===== config.mk =====
export PLATFORM = sky130hd
export DESIGN_NAME = vga_sync_recover
export DESIGN_NICKNAME = d
export VERILOG_FILES = /design/src/rtl/vga_sync_recover.sv
export SDC_FILE = /design/constraint.sdc
export NUM_CORES = 1
export LEC_CHECK = 0
export ABC_AREA = 1
export BUFFER_PORTS_ARGS = -buffer_cell sky130_fd_sc_hd__buf_4
export CAP_MARGIN = 10
export CORE_ASPECT_RATIO = 0.8
export CORE_MARGIN = 3
export CORE_UTILIZATION = 60
export CTS_CLUSTER_DIAMETER = 150
export DETAILED_ROUTE_END_ITERATION = 7
export PLACE_DENSITY = 0.92
export SLEW_MARGIN = 20
export SYNTH_ARGS = -nofsm -noshare
export SYNTH_HDL_FRONTEND = slang
export SYNTH_SLANG_ARGS = --single-unit

===== constraint.sdc =====
create_clock -name clk -period 5.1 [get_ports clk]
set_input_delay 1.02 -clock clk [delete_from_list [all_inputs] [get_ports clk]]
set_output_delay 1.02 -clock clk [all_outputs]
set_load 0.02 [all_outputs]

===== src/rtl/vga_sync_recover.sv =====
// Sink-side VGA timing recovery: measures line/frame length from incoming syncs,
// locks after two consistent frames and regenerates ready plus pixel addresses.
// Optional 3-sample sync glitch filter: define VGA_RX_GLITCH_FILTER_EN.
module vga_sync_recover #(
    parameter int H_BACK   = 216,
    parameter int H_ACTIVE = 800,
    parameter int V_BACK   = 27,
    parameter int V_ACTIVE = 600,
    parameter bit SYNC_POL = 1'b1
) (
    input  logic        clk,
    input  logic        rst,
    input  logic        hsync_sig,
    input  logic        vsync_sig,
    output logic        locked,
    output logic        lock_err,
    output logic        ready,
    output logic [10:0] column_addr_sig,
    output logic [10:0] row_addr_sig,
    output logic [10:0] h_total,
    output logic [10:0] v_total
);

    localparam logic [10:0] CNT_MAX = 11'h7FF;
    localparam logic [11:0] H_LO    = 12'(H_BACK);
    localparam logic [11:0] H_HI    = 12'(H_BACK + H_ACTIVE);
    localparam logic [11:0] V_LO    = 12'(V_BACK);
    localparam logic [11:0] V_HI    = 12'(V_BACK + V_ACTIVE);

    typedef enum logic [1:0] {SEARCH, MEASURE, VERIFY, LOCKED} state_t;

    function automatic logic [10:0] sat_inc(input logic [10:0] x);
        return (x == CNT_MAX) ? x : x + 11'd1;
    endfunction

    logic [1:0]  hs_sync_q, vs_sync_q;
    logic        hs_norm, vs_norm;
    logic        hs_lvl, vs_lvl;
    logic        hs_lvl_q, vs_lvl_q;
    logic        hs_edge_q, vs_edge_q;
    logic [10:0] h_cnt_q, v_cnt_q;
    logic [10:0] h_len, v_len;
    logic        h_bad, v_bad, timeout, lock_fail, in_window;
    state_t      state_q;
    logic        locked_q, lock_err_q, ready_q;
    logic [10:0] col_q, row_q, h_total_q, v_total_q;

    // Synchronizers idle at the inactive raw level so reset never fakes an edge
    always_ff @(posedge clk) begin
        if (rst) begin
            hs_sync_q <= {2{~SYNC_POL}};
            vs_sync_q <= {2{~SYNC_POL}};
        end else begin
            hs_sync_q <= {hs_sync_q[0], hsync_sig};
            vs_sync_q <= {vs_sync_q[0], vsync_sig};
        end
    end

    assign hs_norm = hs_sync_q[1] ^ ~SYNC_POL;
    assign vs_norm = vs_sync_q[1] ^ ~SYNC_POL;

`ifdef VGA_RX_GLITCH_FILTER_EN
    logic [1:0] hs_hist_q, vs_hist_q;

    always_ff @(posedge clk) begin
        if (rst) begin
            hs_hist_q <= 2'b00;
            vs_hist_q <= 2'b00;
        end else begin
            hs_hist_q <= {hs_hist_q[0], hs_norm};
            vs_hist_q <= {vs_hist_q[0], vs_norm};
        end
    end

    // Level follows the input only once the current and two previous samples agree
    always_comb begin
        hs_lvl = hs_lvl_q;
        vs_lvl = vs_lvl_q;
        if (hs_hist_q == {2{hs_norm}}) hs_lvl = hs_norm;
        if (vs_hist_q == {2{vs_norm}}) vs_lvl = vs_norm;
    end
`else
    assign hs_lvl = hs_norm;
    assign vs_lvl = vs_norm;
`endif

    always_ff @(posedge clk) begin
        if (rst) begin
            hs_lvl_q  <= 1'b0;
            vs_lvl_q  <= 1'b0;
            hs_edge_q <= 1'b0;
            vs_edge_q <= 1'b0;
        end else begin
            hs_lvl_q  <= hs_lvl;
            vs_lvl_q  <= vs_lvl;
            hs_edge_q <= hs_lvl & ~hs_lvl_q;
            vs_edge_q <= vs_lvl & ~vs_lvl_q;
        end
    end

    // Vsync clear takes priority over the line increment in the same cycle
    always_ff @(posedge clk) begin
        if (rst) begin
            h_cnt_q <= '0;
            v_cnt_q <= '0;
        end else begin
            h_cnt_q <= hs_edge_q ? 11'd0 : sat_inc(h_cnt_q);
            if (vs_edge_q)      v_cnt_q <= '0;
            else if (hs_edge_q) v_cnt_q <= sat_inc(v_cnt_q);
        end
    end

    always_comb begin
        h_len     = sat_inc(h_cnt_q);
        v_len     = sat_inc(v_cnt_q);
        h_bad     = hs_edge_q && (({1'b0, h_cnt_q} + 12'd1) != {1'b0, h_total_q});
        v_bad     = vs_edge_q && (({1'b0, v_cnt_q} + 12'd1) != {1'b0, v_total_q});
        timeout   = !hs_edge_q && (h_cnt_q == CNT_MAX);
        lock_fail = h_bad || v_bad || timeout;
        in_window = ({1'b0, h_cnt_q} >= H_LO) && ({1'b0, h_cnt_q} < H_HI) &&
                    ({1'b0, v_cnt_q} >= V_LO) && ({1'b0, v_cnt_q} < V_HI);
    end

    always_ff @(posedge clk) begin
        if (rst) begin
            state_q    <= SEARCH;
            locked_q   <= 1'b0;
            lock_err_q <= 1'b0;
            ready_q    <= 1'b0;
            col_q      <= '0;
            row_q      <= '0;
            h_total_q  <= '0;
            v_total_q  <= '0;
        end else begin
            lock_err_q <= 1'b0;
            ready_q    <= 1'b0;
            col_q      <= '0;
            row_q      <= '0;
            case (state_q)
                SEARCH: begin
                    if (vs_edge_q) state_q <= MEASURE;
                end
                MEASURE: begin
                    if (hs_edge_q) h_total_q <= h_len;
                    if (vs_edge_q) begin
                        v_total_q <= v_len;
                        state_q   <= VERIFY;
                    end
                end
                VERIFY: begin
                    if (h_bad || v_bad) begin
                        if (hs_edge_q) h_total_q <= h_len;
                        if (vs_edge_q) v_total_q <= v_len;
                        state_q <= MEASURE;
                    end else if (vs_edge_q) begin
                        state_q  <= LOCKED;
                        locked_q <= 1'b1;
                    end
                end
                LOCKED: begin
                    if (lock_fail) begin
                        state_q    <= SEARCH;
                        locked_q   <= 1'b0;
                        lock_err_q <= 1'b1;
                    end else if (in_window) begin
                        ready_q <= 1'b1;
                        col_q   <= h_cnt_q - H_LO[10:0];
                        row_q   <= v_cnt_q - V_LO[10:0];
                    end
                end
                default: state_q <= SEARCH;
            endcase
        end
    end

    assign locked          = locked_q;
    assign lock_err        = lock_err_q;
    assign ready           = ready_q;
    assign column_addr_sig = col_q;
    assign row_addr_sig    = row_q;
    assign h_total         = h_total_q;
    assign v_total         = v_total_q;

endmodule


# == Yosys cells after proc, flatten, opt, wreduce, memory -nomap -nowiden ==
# Cells that the tools add are included.
# totals
register_bits,79
out_inout_bits,47
word_cells,86
# op_classes
n_addsub,6
order_cmp,4
n_eq_ne,14
mux,20
bitwise,6
n_reduce_logical,20
# ops
cell,n
$mux W11,6
$pmux W11 S2,2
$add A11 B1 Y12 const B,2
$ne A12 B11 Y1,2
$add A11 B1 Y11 const B,2
$eq A11 B11 Y1 const B,2
$lt A11 B10 Y1 const B,2
$ne A2 B2 Y1 const B,6
$ge A11 B5 Y1 const B,1
$ge A11 B8 Y1 const B,1
$sub A11 B5 Y11 const B,1
$sub A11 B8 Y11 const B,1
$mux W2,5
$pmux W2 S4,1
$reduce_and A4 Y1,2
$logic_and A1 B1 Y1,6
$reduce_or A2 Y1,3
$mux W1,5
$eq A2 B2 Y1 const B,2
$not A1 Y1,4
$reduce_bool A2 Y1,2
$reduce_or A4 Y1,1
$ne A3 B3 Y1 const B,1
$reduce_or A3 Y1,1
other kinds (7),9

# == Depth between registers and ports, before layout ==
# logic_depth
ltp_word,7
ltp_mapped,18
ltp_nobuf,18

# == Worst setup path after synthesis ==
# Ideal clock, no wire load.
# synth_path
kind,reg-to-reg
startpoint,register v_cnt_q[0]
endpoint,"register h_total_q[10], in the netlist h_total[10]"
setup_ns,0.110
arrival_time_ns,1.957
required_ns,4.990
slack_ns,3.033
path_stages_with_launch,18
path_cell_list,dfxtp_1 ha_1 nand2_1 nor2_2 nand3_1 nand3_1 nand2_1 inv_1 nand3_1 nor2_1 nand2_1 nand2_2 nand3_4 nand3_2 buf_4 nand2_1 inv_1 nor2_1
# synth_via
elab_chain_len,6
# synth_rtl
element,line_no,source
start: declaration,41,"logic [10:0] h_cnt_q, v_cnt_q;"
start signal: assignment,109,else if (hs_edge_q) v_cnt_q <= sat_inc(v_cnt_q);
$add A11 B1 Y12,117,"v_bad = vs_edge_q && (({1'b0, v_cnt_q} + 12'd1) != {1'b0, v_total_q});"
$ne A12 B11 Y1,117,
$logic_and A1 B1 Y1,117,
$logic_or A1 B1 Y1,151,if (h_bad || v_bad) begin
$ne A2 B2 Y1 (no source line),n/a,
$reduce_and A2 Y1 (no source line),n/a,
end signal: assignment,144,if (hs_edge_q) h_total_q <= h_len;
end signal: assignment,152,if (hs_edge_q) h_total_q <= h_len;
end: declaration,46,"logic [10:0] col_q, row_q, h_total_q, v_total_q;"
# No other way between the ends.
# A chain may end at the register's enable or synchronous reset.

# == Worst setup path in the final report ==
# layout_path
startpoint,register v_cnt_q[0]
endpoint,"register h_total_q[9], in the netlist h_total[9]"
# The elaborated chain is that of the path after synthesis.

==> summary.txt <==
Syn Inst Count: 658
Slew Limit Fails: 0
CP max FO: 25
Core area: 0.006571 mm²
Die Wd: 99.34 µm
WL final: 11.08 mm
Final non-filler cell total: 790
Crit path DAT: 3240 ps
Top Ports: 51
First-pass DRT Iterations: 8
Setup tns final: 0 ps
Fillers: 546
PD cells: 270.9 mW/mm²
Total Routing Usage GR: 0.2916
Grt ovf: 0
DIE AREA: 0.008013 mm²
Finish-stage setup viols: 0
Hold WS: 396.0 ps
Via/cell ratio: 5.387
Pwr Total: 1299 µW
Slew Limit Headroom: 0.4445
Routability Congestion: 0.9557
Slew at the pin with the worst max-slew slack: 831.3 ps
Vias in the first global route: 3897
Sequential fraction of the synthesis area: 0.3782
Share of layout cells above drive strength 1: 0.1190
Clock sinks: 79
H-tree depth: 3
Endpoints failing hold: 0
Worst min-delay path category: flop to flop
Detailed placement HPWL: 8.268 mm
DRC violations left: 0
Maximum vdd ir drop: 0.0002664 V
Critical setup path kind: flop to flop
CTS tree: yes
MaxCap Viol Count: 0
Antenna Nets Post-Route: 0
Port Buffers: 50
Pin count of the biggest net entering global routing: 26
Post-CTS setup buffers: 0
Syn nets: 666
Ys Warns: 0
Area Overhead vs Synth: 14.66%
Mapped Area: 0.004182 mm²
WL/cell: 14.02 µm
Clk Latency, worst-skew pair: 360 ps
Final period util: 0.5856
Initial antenna violation count: 0
Worst EP required: 5350 ps
Max Root-Sink Buffers: 2
First-pass GRT wire length: 18.48 mm
Worst-path clk slew: 90 ps
Die Y: 80.67 µm
CTS buffer count: 9
Initial detailed-routing violation count: 523
Unrepaired setup endpoints after global routing: false
Fin nets: 709
Leakage: 0.002420 µW
Synth unique cells: 29
Placed Cells: 774
Clock Tree Root: clkbuf_8
Via count: 4256
Critical Path End Type: flop
Post-CTS resize count: 0
Tmin final: 2987 ps
Status: finished clean
Setup Skew: 9.001 ps
Initial core utilization: 0.6363
# diodes: 0
Area of the multi-input gates: 0.002022 mm²
Max Fclk: 334.8 MHz
Hold-fix buffers, CTS: 0
Average cell area after synthesis: 6.355 µm²
FF+latch area: 0.001582 mm²
Crit path launch type: flop
Yosys reg bits: 79
FP Rows: 26
==> flip-flops by register name, summed over array words and instances (netlist names), 2 cells and up <==
register         count
column_addr_sig     11
h_cnt_q             11
h_total             11
row_addr_sig        11
v_cnt_q             11
v_total             11
hs_sync_q            2
state_q              2
vs_sync_q            2
==> synthesized netlist by cell type, drive strengths merged <==
master,n,share of area
inv,125,0.11
ha,4,0.012
nand4,28,0.042
nand3b,1,0.0018
or2,1,0.0015
a211oi,1,0.0018
a31oi,1,0.0015
nand2,187,0.17
nor3,8,0.0096
xor2,12,0.025
clkinv,1,0.00090
clkbuf,11,0.0099
a21oi,22,0.031
dfxtp,79,0.38
o211ai,2,0.0036
nand3,51,0.069
o21ai,19,0.023
buf,7,0.015
a311oi,1,0.0021
nor2,97,0.090
==> critical path, stage by stage (launching register included) <==
cell,delay [ps]
dfxtp_1,480
ha_1,260
nand2_1,120
nor2_2,220
nand3_1,390
nand3_1,210
nand3_1,90
nor2_1,100
nand2_1,70
nand2_2,120
nand3_4,280
nand3_2,320
nand2_1,90
inv_1,80
nor2_1,40
==> metal layers <==
metal,GRT usage,up-vias,routed length [µm],share of wire
met5,0,-,0,0
met3,0.06944,16,1176,0.11
met1,0.4260,1918,5286,0.48
met2,0.4263,212,4504,0.41
met4,0.07776,0,109,0.0098
li1,-,2110,-,-
==> path summary, 6_finish.rpt <==
kind	slack (ps)	start	to	cells past startpoint
setup / recovery	2110	v_cnt_q[0]	h_total[9]	14
hold / removal	400	vs_lvl_q	vs_edge_q	1
setup reg to reg	2110	v_cnt_q[0]	h_total[9]	14
hold reg to reg	400	vs_lvl_q	vs_edge_q	1
==> final cells by class <==
class / instances / share of cell area
multi-input cells: 435 / 0.4217
well taps: 84 / 0.02192
clock inverters: 5 / 0.02218
flip-flops and latches: 79 / 0.3299
clock buffers: 11 / 0.02740
inverters: 126 / 0.09864
repair buffers: 50 / 0.07829
==> report_power, final <==
part | switching [µW] | internal, µW | leakage, µW | total [µW]
Combinational | 64.9 | 29.7 | 0.00167 | 94.6
Clock | 238 | 327 | 0.000114 | 565
Sequential | 13.4 | 626 | 0.000639 | 639
Total | 316 | 982 | 0.00242 | 1300
==> per-stage QoR <==
stage	setup WS (ps)	instance area, µm²	util
after global routing	1824	4795	0.7296
after CTS	2169	4795	0.7296
after detailed placement	2194	4557	0.6935
after floorplan	3033	4182	-
final	2113	4795	0.7296
after global placement	2362	4557	0.6935
==> cell usage in the layout (no fill, tap or decap), types with 3 or more instances in the layout <==
cell type | Yosys | layout
a21oi_1 | 17 | 17
xor2_1 | 12 | 12
bufinv_16 | 0 | 3
nor2_1 | 94 | 94
dfxtp_1 | 79 | 79
nor3_1 | 8 | 8
nand2_1 | 183 | 183
inv_1 | 123 | 123
clkbuf_8 | 0 | 9
nand2_2 | 4 | 4
nand4_1 | 28 | 28
o21ai_0 | 19 | 19
buf_4 | 2 | 50
ha_1 | 4 | 4
nand3_1 | 46 | 46
nand3_2 | 4 | 4
a21oi_2 | 5 | 5
==> cell families (layout without fill, tap and decap cells) <==
kind of cell,after synthesis,after routing,synth area share
flops,79,79,0.3782
simple gates,373,373,0.3839
xor+xnor,12,12,0.02513
compound gates,46,46,0.06254
fa+ha+maj,4,4,0.01197
buf+inv,144,192,0.1382
(Power assumes the default switching activity.)
